**config.mk**
```make
export PLATFORM = sky130hd
export DESIGN_NAME = bus_arbiter
export DESIGN_NICKNAME = d
export VERILOG_FILES = /design/src/rtl/bus_arbiter.sv
export SDC_FILE = /design/constraint.sdc
export NUM_CORES = 1
export LEC_CHECK = 0
export CAP_MARGIN = 15
export CELL_PAD_IN_SITES_DETAIL_PLACEMENT = 0
export CELL_PAD_IN_SITES_GLOBAL_PLACEMENT = 1
export CORE_MARGIN = 8
export CORE_UTILIZATION = 23
export CTS_BUF_LIST = sky130_fd_sc_hd__clkbuf_16
export DETAILED_ROUTE_END_ITERATION = 12
export PLACE_DENSITY_LB_ADDON = 0.1
export SYNTH_ARGS = -nofsm -noshare
export SYNTH_HDL_FRONTEND = slang
export SYNTH_SLANG_ARGS = --single-unit
```
**constraint.sdc**
```tcl
create_clock -name clk -period 1.7 [get_ports clk]
set_clock_uncertainty 0.05 [all_clocks]
set_input_delay 0.17 -clock clk [delete_from_list [all_inputs] [get_ports clk]]
set_output_delay 0.17 -clock clk [all_outputs]
set_load 0.02 [all_outputs]
```
**src/rtl/bus_arbiter.sv**
```systemverilog
// bus_arbiter: shared system-bus interconnect.
// Arbitrates NUM_MASTERS requesters onto one bus (fixed priority or round-robin),
// decodes the winner's address into NUM_SLAVES inclusive [base, limit] regions and
// returns read data one cycle after the grant, matching registered-output slaves.
//
// Ports:
//   clk       - system clock
//   reset_n   - asynchronous active-low reset
//   m_req     - per-master request, held until granted
//   m_addr    - per-master address, master i at [i*ADDR_W +: ADDR_W]
//   m_write   - per-master write strobe
//   m_wdata   - per-master write data, master i at [i*DATA_W +: DATA_W]
//   m_gnt     - one-hot grant, transaction accepted this cycle
//   m_rvalid  - one-hot read-data-valid, one cycle after a read grant
//   m_rdata   - shared read data, holds its last value between reads
//   s_enable  - one-hot slave select
//   s_addr    - shared slave address
//   s_write   - shared slave write strobe
//   s_wdata   - shared slave write data
//   s_rdata   - per-slave registered read data, slave i at [i*DATA_W +: DATA_W]
module bus_arbiter #(
  parameter int unsigned NUM_MASTERS = 2,
  parameter int unsigned NUM_SLAVES  = 4,
  parameter int unsigned ADDR_W      = 16,
  parameter int unsigned DATA_W      = 8,
  // Regions: 0 cart 0000-7FFF, 1 WRAM C000-FDFF, 2 HRAM FF80-FFFE, 3 VRAM 8000-9FFF
  parameter logic [NUM_SLAVES*ADDR_W-1:0] SLV_BASE  = {16'h8000, 16'hFF80, 16'hC000, 16'h0000},
  parameter logic [NUM_SLAVES*ADDR_W-1:0] SLV_LIMIT = {16'h9FFF, 16'hFFFE, 16'hFDFF, 16'h7FFF},
  parameter int unsigned ARB_MODE    = 0,
  parameter logic [DATA_W-1:0] OPEN_BUS = '1
) (
  input  logic                          clk,
  input  logic                          reset_n,
  input  logic [NUM_MASTERS-1:0]        m_req,
  input  logic [NUM_MASTERS*ADDR_W-1:0] m_addr,
  input  logic [NUM_MASTERS-1:0]        m_write,
  input  logic [NUM_MASTERS*DATA_W-1:0] m_wdata,
  output logic [NUM_MASTERS-1:0]        m_gnt,
  output logic [NUM_MASTERS-1:0]        m_rvalid,
  output logic [DATA_W-1:0]             m_rdata,
  output logic [NUM_SLAVES-1:0]         s_enable,
  output logic [ADDR_W-1:0]             s_addr,
  output logic                          s_write,
  output logic [DATA_W-1:0]             s_wdata,
  input  logic [NUM_SLAVES*DATA_W-1:0]  s_rdata
);

  localparam int unsigned MIDX_W = (NUM_MASTERS > 1) ? $clog2(NUM_MASTERS) : 1;
  localparam int unsigned SIDX_W = (NUM_SLAVES > 1) ? $clog2(NUM_SLAVES) : 1;

  // Round-robin pointer and the read transaction latched at the grant edge
  logic [MIDX_W-1:0] r_ptr;
  logic              r_rd_pend;
  logic [MIDX_W-1:0] r_rd_mst;
  logic [SIDX_W-1:0] r_rd_slv;
  logic              r_rd_unmapped;
  logic [DATA_W-1:0] r_rdata_hold;

  logic              w_win_vld;
  logic [MIDX_W-1:0] w_win_idx;
  int                w_cand;
  logic [ADDR_W-1:0] w_addr;
  logic              w_wr;
  logic [DATA_W-1:0] w_wdata;
  logic              w_hit;
  logic [SIDX_W-1:0] w_slv;
  logic              w_active;
  logic              w_sel;
  logic [DATA_W-1:0] w_rd_live;
  logic [MIDX_W-1:0] w_ptr_nxt;

  // Arbitration
  always_comb begin
    w_win_vld = 1'b0;
    w_win_idx = '0;
    w_cand    = 0;
    if (ARB_MODE == 0) begin
      // Ascending scan: the highest requesting index is the last one assigned
      for (int i = 0; i < NUM_MASTERS; i++) begin
        if (m_req[i]) begin
          w_win_vld = 1'b1;
          w_win_idx = MIDX_W'(i);
        end
      end
    end else begin
      // Scan offsets from farthest to nearest so the first requester at/after
      // the pointer (with wrap) is the last one assigned
      for (int k = NUM_MASTERS - 1; k >= 0; k--) begin
        w_cand = int'(r_ptr) + k;
        if (w_cand >= int'(NUM_MASTERS)) begin
          w_cand = w_cand - int'(NUM_MASTERS);
        end
        if (m_req[MIDX_W'(w_cand)]) begin
          w_win_vld = 1'b1;
          w_win_idx = MIDX_W'(w_cand);
        end
      end
    end
  end

  assign w_ptr_nxt = (w_win_idx == MIDX_W'(NUM_MASTERS - 1)) ? '0 : w_win_idx + 1'b1;

  // Winner's request fields
  always_comb begin
    w_addr  = '0;
    w_wr    = 1'b0;
    w_wdata = '0;
    for (int i = 0; i < NUM_MASTERS; i++) begin
      if (w_win_idx == MIDX_W'(i)) begin
        w_addr  = m_addr[i*ADDR_W +: ADDR_W];
        w_wr    = m_write[i];
        w_wdata = m_wdata[i*DATA_W +: DATA_W];
      end
    end
  end

  // Address decode; descending scan so overlapping regions resolve to the lowest index
  always_comb begin
    w_hit = 1'b0;
    w_slv = '0;
    for (int i = NUM_SLAVES - 1; i >= 0; i--) begin
      if ((w_addr >= SLV_BASE[i*ADDR_W +: ADDR_W]) &&
          (w_addr <= SLV_LIMIT[i*ADDR_W +: ADDR_W])) begin
        w_hit = 1'b1;
        w_slv = SIDX_W'(i);
      end
    end
  end

  // Grant and slave drive are suppressed while reset is held
  assign w_active = reset_n & w_win_vld;
  assign w_sel    = w_active & w_hit;

  always_comb begin
    m_gnt    = '0;
    s_enable = '0;
    if (w_active) begin
      m_gnt[w_win_idx] = 1'b1;
    end
    if (w_sel) begin
      s_enable[w_slv] = 1'b1;
    end
  end

  assign s_addr  = w_sel ? w_addr : '0;
  assign s_write = w_sel & w_wr;
  assign s_wdata = w_sel ? w_wdata : '0;

  // Read return path
  always_comb begin
    w_rd_live = OPEN_BUS;
    if (!r_rd_unmapped) begin
      for (int i = 0; i < NUM_SLAVES; i++) begin
        if (r_rd_slv == SIDX_W'(i)) begin
          w_rd_live = s_rdata[i*DATA_W +: DATA_W];
        end
      end
    end
  end

  assign m_rdata = r_rd_pend ? w_rd_live : r_rdata_hold;

  always_comb begin
    m_rvalid = '0;
    if (r_rd_pend) begin
      m_rvalid[r_rd_mst] = 1'b1;
    end
  end

  always_ff @(posedge clk or negedge reset_n) begin
    if (!reset_n) begin
      r_ptr         <= '0;
      r_rd_pend     <= 1'b0;
      r_rd_mst      <= '0;
      r_rd_slv      <= '0;
      r_rd_unmapped <= 1'b0;
      r_rdata_hold  <= '0;
    end else begin
      if ((ARB_MODE != 0) && w_win_vld) begin
        r_ptr <= w_ptr_nxt;
      end
      // Capture the value shown this cycle so it persists after rvalid drops
      if (r_rd_pend) begin
        r_rdata_hold <= w_rd_live;
      end
      r_rd_pend <= w_win_vld & ~w_wr;
      if (w_win_vld && !w_wr) begin
        r_rd_mst      <= w_win_idx;
        r_rd_slv      <= w_hit ? w_slv : '0;
        r_rd_unmapped <= ~w_hit;
      end
    end
  end

endmodule

```
# After elaboration in Yosys (flattened, before gate mapping)
# Index checks and enable logic that the tools add are counted.
# op_classes
magnitude_cmp,14
eq_ne,3
muxes,32
bitwise,6
n_reduce_logical,10
# op_table
cell,n
8-bit two-way mux,8
"16-bit greater-or-equal comparator, second input constant",3
"16-bit <= comparator, second input constant",3
16-bit two-way mux,2
"16-bit by 1-bit greater-or-equal comparator with 1-bit output, second input constant",1
"16-bit by 15-bit <= comparator with 1-bit output, second input constant",1
2-bit two-way mux,7
1-bit two-way mux,11
1-bit logical AND,8
1-bit bitwise AND,4
"2-bit equality test, second input constant",2
"1-bit by 2-bit less-than comparator with 1-bit output, second input constant",2
4-bit two-way mux,1
"2-bit by 3-bit less-than comparator with 1-bit output, second input constant",1
1-bit demux with 1-bit select,2
1-bit demux with 2-bit select,1
"2-bit by 1-bit equality test with 1-bit output, second input constant",1
"1-bit greater-or-equal comparator, second input constant",2
"2-bit by 1-bit greater-or-equal comparator with 1-bit output, second input constant",1
2-bit zero test,1
1-bit inverter,2
1-bit zero test,1
# totals
ff_bits,13
inputBits,86
output_inout_bits,41

# Longest topological paths before layout
# logic_depth
ltp_word,13
ltp_mapped,7

# Least setup slack after synthesis
# Ideal clock, no wire load.
# synth_path
kind,input to output
from,input port m_req[1]
to,output port s_addr[13]
t_arrival_ns,1.585
setup_slack_ns,-0.105
cell_stages,5
n_path_buf,1
cell_sequence,buf_6 -> nand3b_4 -> a2111oi_4 -> a21oi_2 -> a211oi_1
# synth_via
elab_chain_len,10
# synth_rtl
item,line,source
from (decl),34,"input logic [NUM_MASTERS-1:0] m_req,"
1-bit two-way mux,80,if (m_req[i]) begin
16-bit two-way mux,109,if (w_win_idx == MIDX_W'(i)) begin
16-bit greater-or-equal comparator or 16-bit <= comparator (tied branches),"122, 123",
1-bit logical AND,122,if ((w_addr >= SLV_BASE[i*ADDR_W +: ADDR_W]) &&
1-bit two-way mux (4 in series),122,
1-bit bitwise AND,132,assign w_sel = w_active & w_hit;
16-bit two-way mux (*),145,assign s_addr = w_sel ? w_addr : '0;
to (decl),42,"output logic [ADDR_W-1:0] s_addr,"
# Mark *: on every way between the ends. The rest lies on a longest branch, timed or not.

# Worst setup path in the final report
# layout_path
from,register r_rd_slv[0]
to,output port m_rdata[6]
# layout_via
elab_chain_len,7
# layout_rtl
item,line,source
from (decl),55,logic [SIDX_W-1:0] r_rd_slv;
from (signal assigned),189,r_rd_slv <= w_hit ? w_slv : '0;
2-bit zero test,154,if (r_rd_slv == SIDX_W'(i)) begin
8-bit two-way mux (3 in series),154,
8-bit two-way mux (*),154,
8-bit two-way mux (*),152,if (!r_rd_unmapped) begin
8-bit two-way mux (*),n/a,
to (decl),40,"output logic [DATA_W-1:0] m_rdata,"
# Marked as above.

==> out/results.txt <==
The tools report the required time reported for the critical path endpoint as 1480 ps. By area the synthesized netlist is led by dfrtp_1 21%, a211oi_2 16%, mux2i_1 15%. The count of H-tree levels built during CTS was 1; the pin count of the biggest net entering global routing was 16. The clock network latency to the later pin of the worst-skew pair was 240 ps. The cell taking the most area after synthesis was dfrtp_1. The run gives 0.606 as the part of the power in combinational logic. Across all hold checks on the routed design, the worst slack comes to 462 ps. The longest clock path from root to sink contains 2 buffers.

The fill cell instance count of the final layout is 574, and the number of vias after detailed routing is 1972. The run finished, with violations left. The run gives 0.586 as the share of the core filled with cells. The initialized floorplan defines 30 standard-cell rows.

The layout-stage area growth over the synthesis result works out to 151%. The switching share of total power came out at 0.346. Setup violations remaining at the end of the flow were counted as 33. For the placer congestion estimate, the log shows 0.750.

In the routed design, unresolved DRC markers number 0. The design draws 2.14 mW. In this run the worst path has a maximum fanout of 7. TritonCTS built the clock tree. Dividing the synthesized area by the synthesized cell count gives 9.93 µm². The hold path endpoint was r_rd_slv[1]. For the sequential fraction of the synthesis area, the log shows 0.210. After synthesis the netlist holds a flip-flop and latch count of 13.

Sequential cell fraction of total power: 0.191. The share of the synthesized area in the top cell type is 0.210, and the combined area of all synthesized cells is 1550 µm². The tools report the number of detailed-routing iterations run before antenna repair as 4. For the worst setup path, the data arrival time is 1680 ps. The path class of the tightest hold or removal check is in -> reg. The analysis attributes to net switching a power of 741 µW. Diode insertion count for antenna repair: 0. The async set-or-reset flop fraction in the synthesized netlist was 1.00. In this run the critical register-to-register path is captured at r_rdata_hold[2].

The minimum period implied by the final worst setup slack was 1900 ps. The worst hold path was traced through 4 stages. For the initial antenna violation count, the log shows 0. The number of routed nets with antenna violations came out at 0. The die width came out at 98.1 µm.

OpenSTA, run right after detailed placement, puts the worst setup slack at -1060 ps. The run gives -199 ps as the worst setup slack after layout. For the count of mapped cells out of synthesis, the log shows 156. Setup repair after global routing could not meet its margin everywhere.

For this block, the routed nets add up to 7.39 mm of wire. The period utilization is 1.12. Cell family with the largest share of critical-path delay: multiplexers.

In this run the clock root is driven by a clkbuf_16. After synthesis, the most frequently instantiated cells are 23 x mux2i_1, 23 x nor2_1, 20 x a211oi_2, 13 x dfrtp_1, 11 x a21oi_1. The critical path's slowest cell was mux4_2. Counting flops with a built-in enable in the synthesized netlist gives 0.

In this run the power density over the cells is 550 nW/µm². The die covers 9620 µm². The final-report hold violation count was 0; the starting DRC count in detailed routing was 34. The layout cell share with drive strength beyond 1 was 0.560; the clock power share was 0.202. The max-capacitance violation count is 0. For this design, the sink count on the clock tree is 13. The clock slew seen by the registers of the worst setup and hold paths came out at 40 ps.

The logs give -4720 ps for the setup TNS and 0 for the number of max-slew violations in the final report. The internal reg-to-reg setup slack is 70 ps. At the pin with the least slew margin, the transition time is 584 ps. The worst setup path is launched from a register. The effective utilization at floorplan came out at 0.233.

The number of global-route vias before repair was 2253; the delay of the slowest cell on the worst path was 540 ps. In this run the standard cell core region covers 6640 µm². The checks that failed: setup timing. In this run, distinct cell masters in the synthesized netlist total 34. In this run the critical register-to-register path is launched from r_rd_slv[0].

The first global-routing pass estimated 12.0 mm of wire. The run gives 1.60 nW as the static power due to leakage. The worst hold path begins at m_req[0].

By startpoint and endpoint, the worst setup path is classified as reg -> out. Most instantiated flip-flop cell in the synthesis netlist: dfrtp_1. The run gives 5.66 mm as the half-perimeter wire length of the detailed placement result. The worst slew margin relative to its limit is 0.610, and the die outline height is 98.1 µm. Input and output buffers added on the ports amount to 126. Traced cell by cell, the critical path runs through buf_12, mux4_2, nor2_2, a21oi_2, buf_4.

For the total number of nets in the final design, the log shows 421. In the final routed layout, each cell accounts on average for 17.9 µm. Yosys printed 0 warnings. The number of buffer and inverter stages on the critical path was 2; the depth of the most critical reg-to-reg path was 6. 127 I/O pins were placed. The internal portion of the total power is 1.40 mW. The aggregate global-route resource usage is 0.153. The logs give 3 for the number of buffers added by the clock tree synthesis step and 0 for the aggregate global routing overflow. Derived from the worst setup path, the maximum achievable clock frequency is 527 MHz. The mean number of vias per cell is 4.76.

IR analysis of the VDD net gives a maximum drop of 448 µV. For the net count after synthesis, the log shows 242. STA classifies the critical path endpoint as a primary output.
[metal layers]
metal / global-route usage / wire (µm)
met5: 0 / 0
met4: 0.0252 / 36
met3: 0.0633 / 706
met2: 0.268 / 3770
met1: 0.172 / 2880
[worst min-delay path, cell delays in order]
cell,delay (ps)
dlymetal6s2s_1,160
nand2b_1,90
o21ba_2,200
o41ai_1,90
[how the worst max path moves through the flow]
stage,startpoint,to,slack [ps],depth (start not counted)
after detailed placement,m_addr[14],s_addr[13],-1060,8
after CTS,r_rd_slv[0],m_rdata[6],-220,5
after floorplan,m_req[1],s_addr[13],-80,5
after global routing,r_rd_slv[0],m_rdata[6],-280,5
after global placement,m_addr[14],s_addr[12],-990,8
final,r_rd_slv[0],m_rdata[6],-200,5
[logic make-up (layout without fill, tap and decap cells)]
family / Yosys count / after routing / share of synthesized area
AOI/OAI and AO/OA: 48 / 48 / 0.304
buffers and inverters: 18 / 196 / 0.0678
DFF: 13 / 13 / 0.210
muxes: 32 / 32 / 0.272
and+or+nand+nor: 45 / 45 / 0.146
[per-stage QoR]
step | cell area, µm² | instances
3_5_place_dp | 3400 | 388
4_1_cts | 3810 | 411
6_report | 3890 | 414
3_3_place_gp | 3400 | 388
5_1_grt | 3890 | 414
2_1_floorplan | 1760 | 156
[power by group through the flow]
stage / clock network, mW / logic [mW] / registers, mW
floorplan: 0 / 0.585 / 0.382
global placement: 0 / 1.13 / 0.413
detailed placement: 0 / 1.14 / 0.415
CTS: 0.442 / 1.25 / 0.404
global route: 0.462 / 1.38 / 0.417
finish: 0.433 / 1.30 / 0.409
[cell usage in the layout (no fill, tap or decap), types with 3 or more instances in the layout]
cell type        count
a211oi_2             5
buf_12              10
nor2_1              15
buf_6               37
a21oi_1              6
mux4_2               8
buf_2               12
nand2_1              4
a211oi_4            20
dfrtp_1             11
dlygate4sd2_1       10
buf_16               3
clkbuf_16            4
clkdlybuf4s15_1      7
clkdlybuf4s15_2      3
a21oi_2              5
clkdlybuf4s50_1     52
mux2i_1             22
nand4_1              4
buf_4               52
nor2_2               7
[registers in the layout, summed over array words and instances (netlist names)]
register	count
r_rd_slv	2
r_rd_mst	1
r_rd_pend	1
r_rdata_hold	8
r_rd_unmapped	1
[cell type report]
class | instances | area, µm² | area share
Multi-Input combinational cell | 125 | 1460 | 0.374
Sequential cell | 13 | 328 | 0.0842
Clock buffer | 3 | 75.1 | 0.0193
Clock inverter | 1 | 3.75 | 0.000964
Inverter | 1 | 3.75 | 0.000964
Tap cell | 80 | 100 | 0.0257
Timing Repair Buffer | 191 | 1930 | 0.495
[repair_timing]
item                                    in CTS  in global routing
gates cloned                                 4                  0
endpoints found under the hold margin        0                 13
hold buffers                                 0                  1
buffers inserted                            16                  3
pin swaps                                   35                 12
endpoints found under the setup margin      43                 38
gates resized for setup                    328                 33
Power figures use the tool's default switching activity.
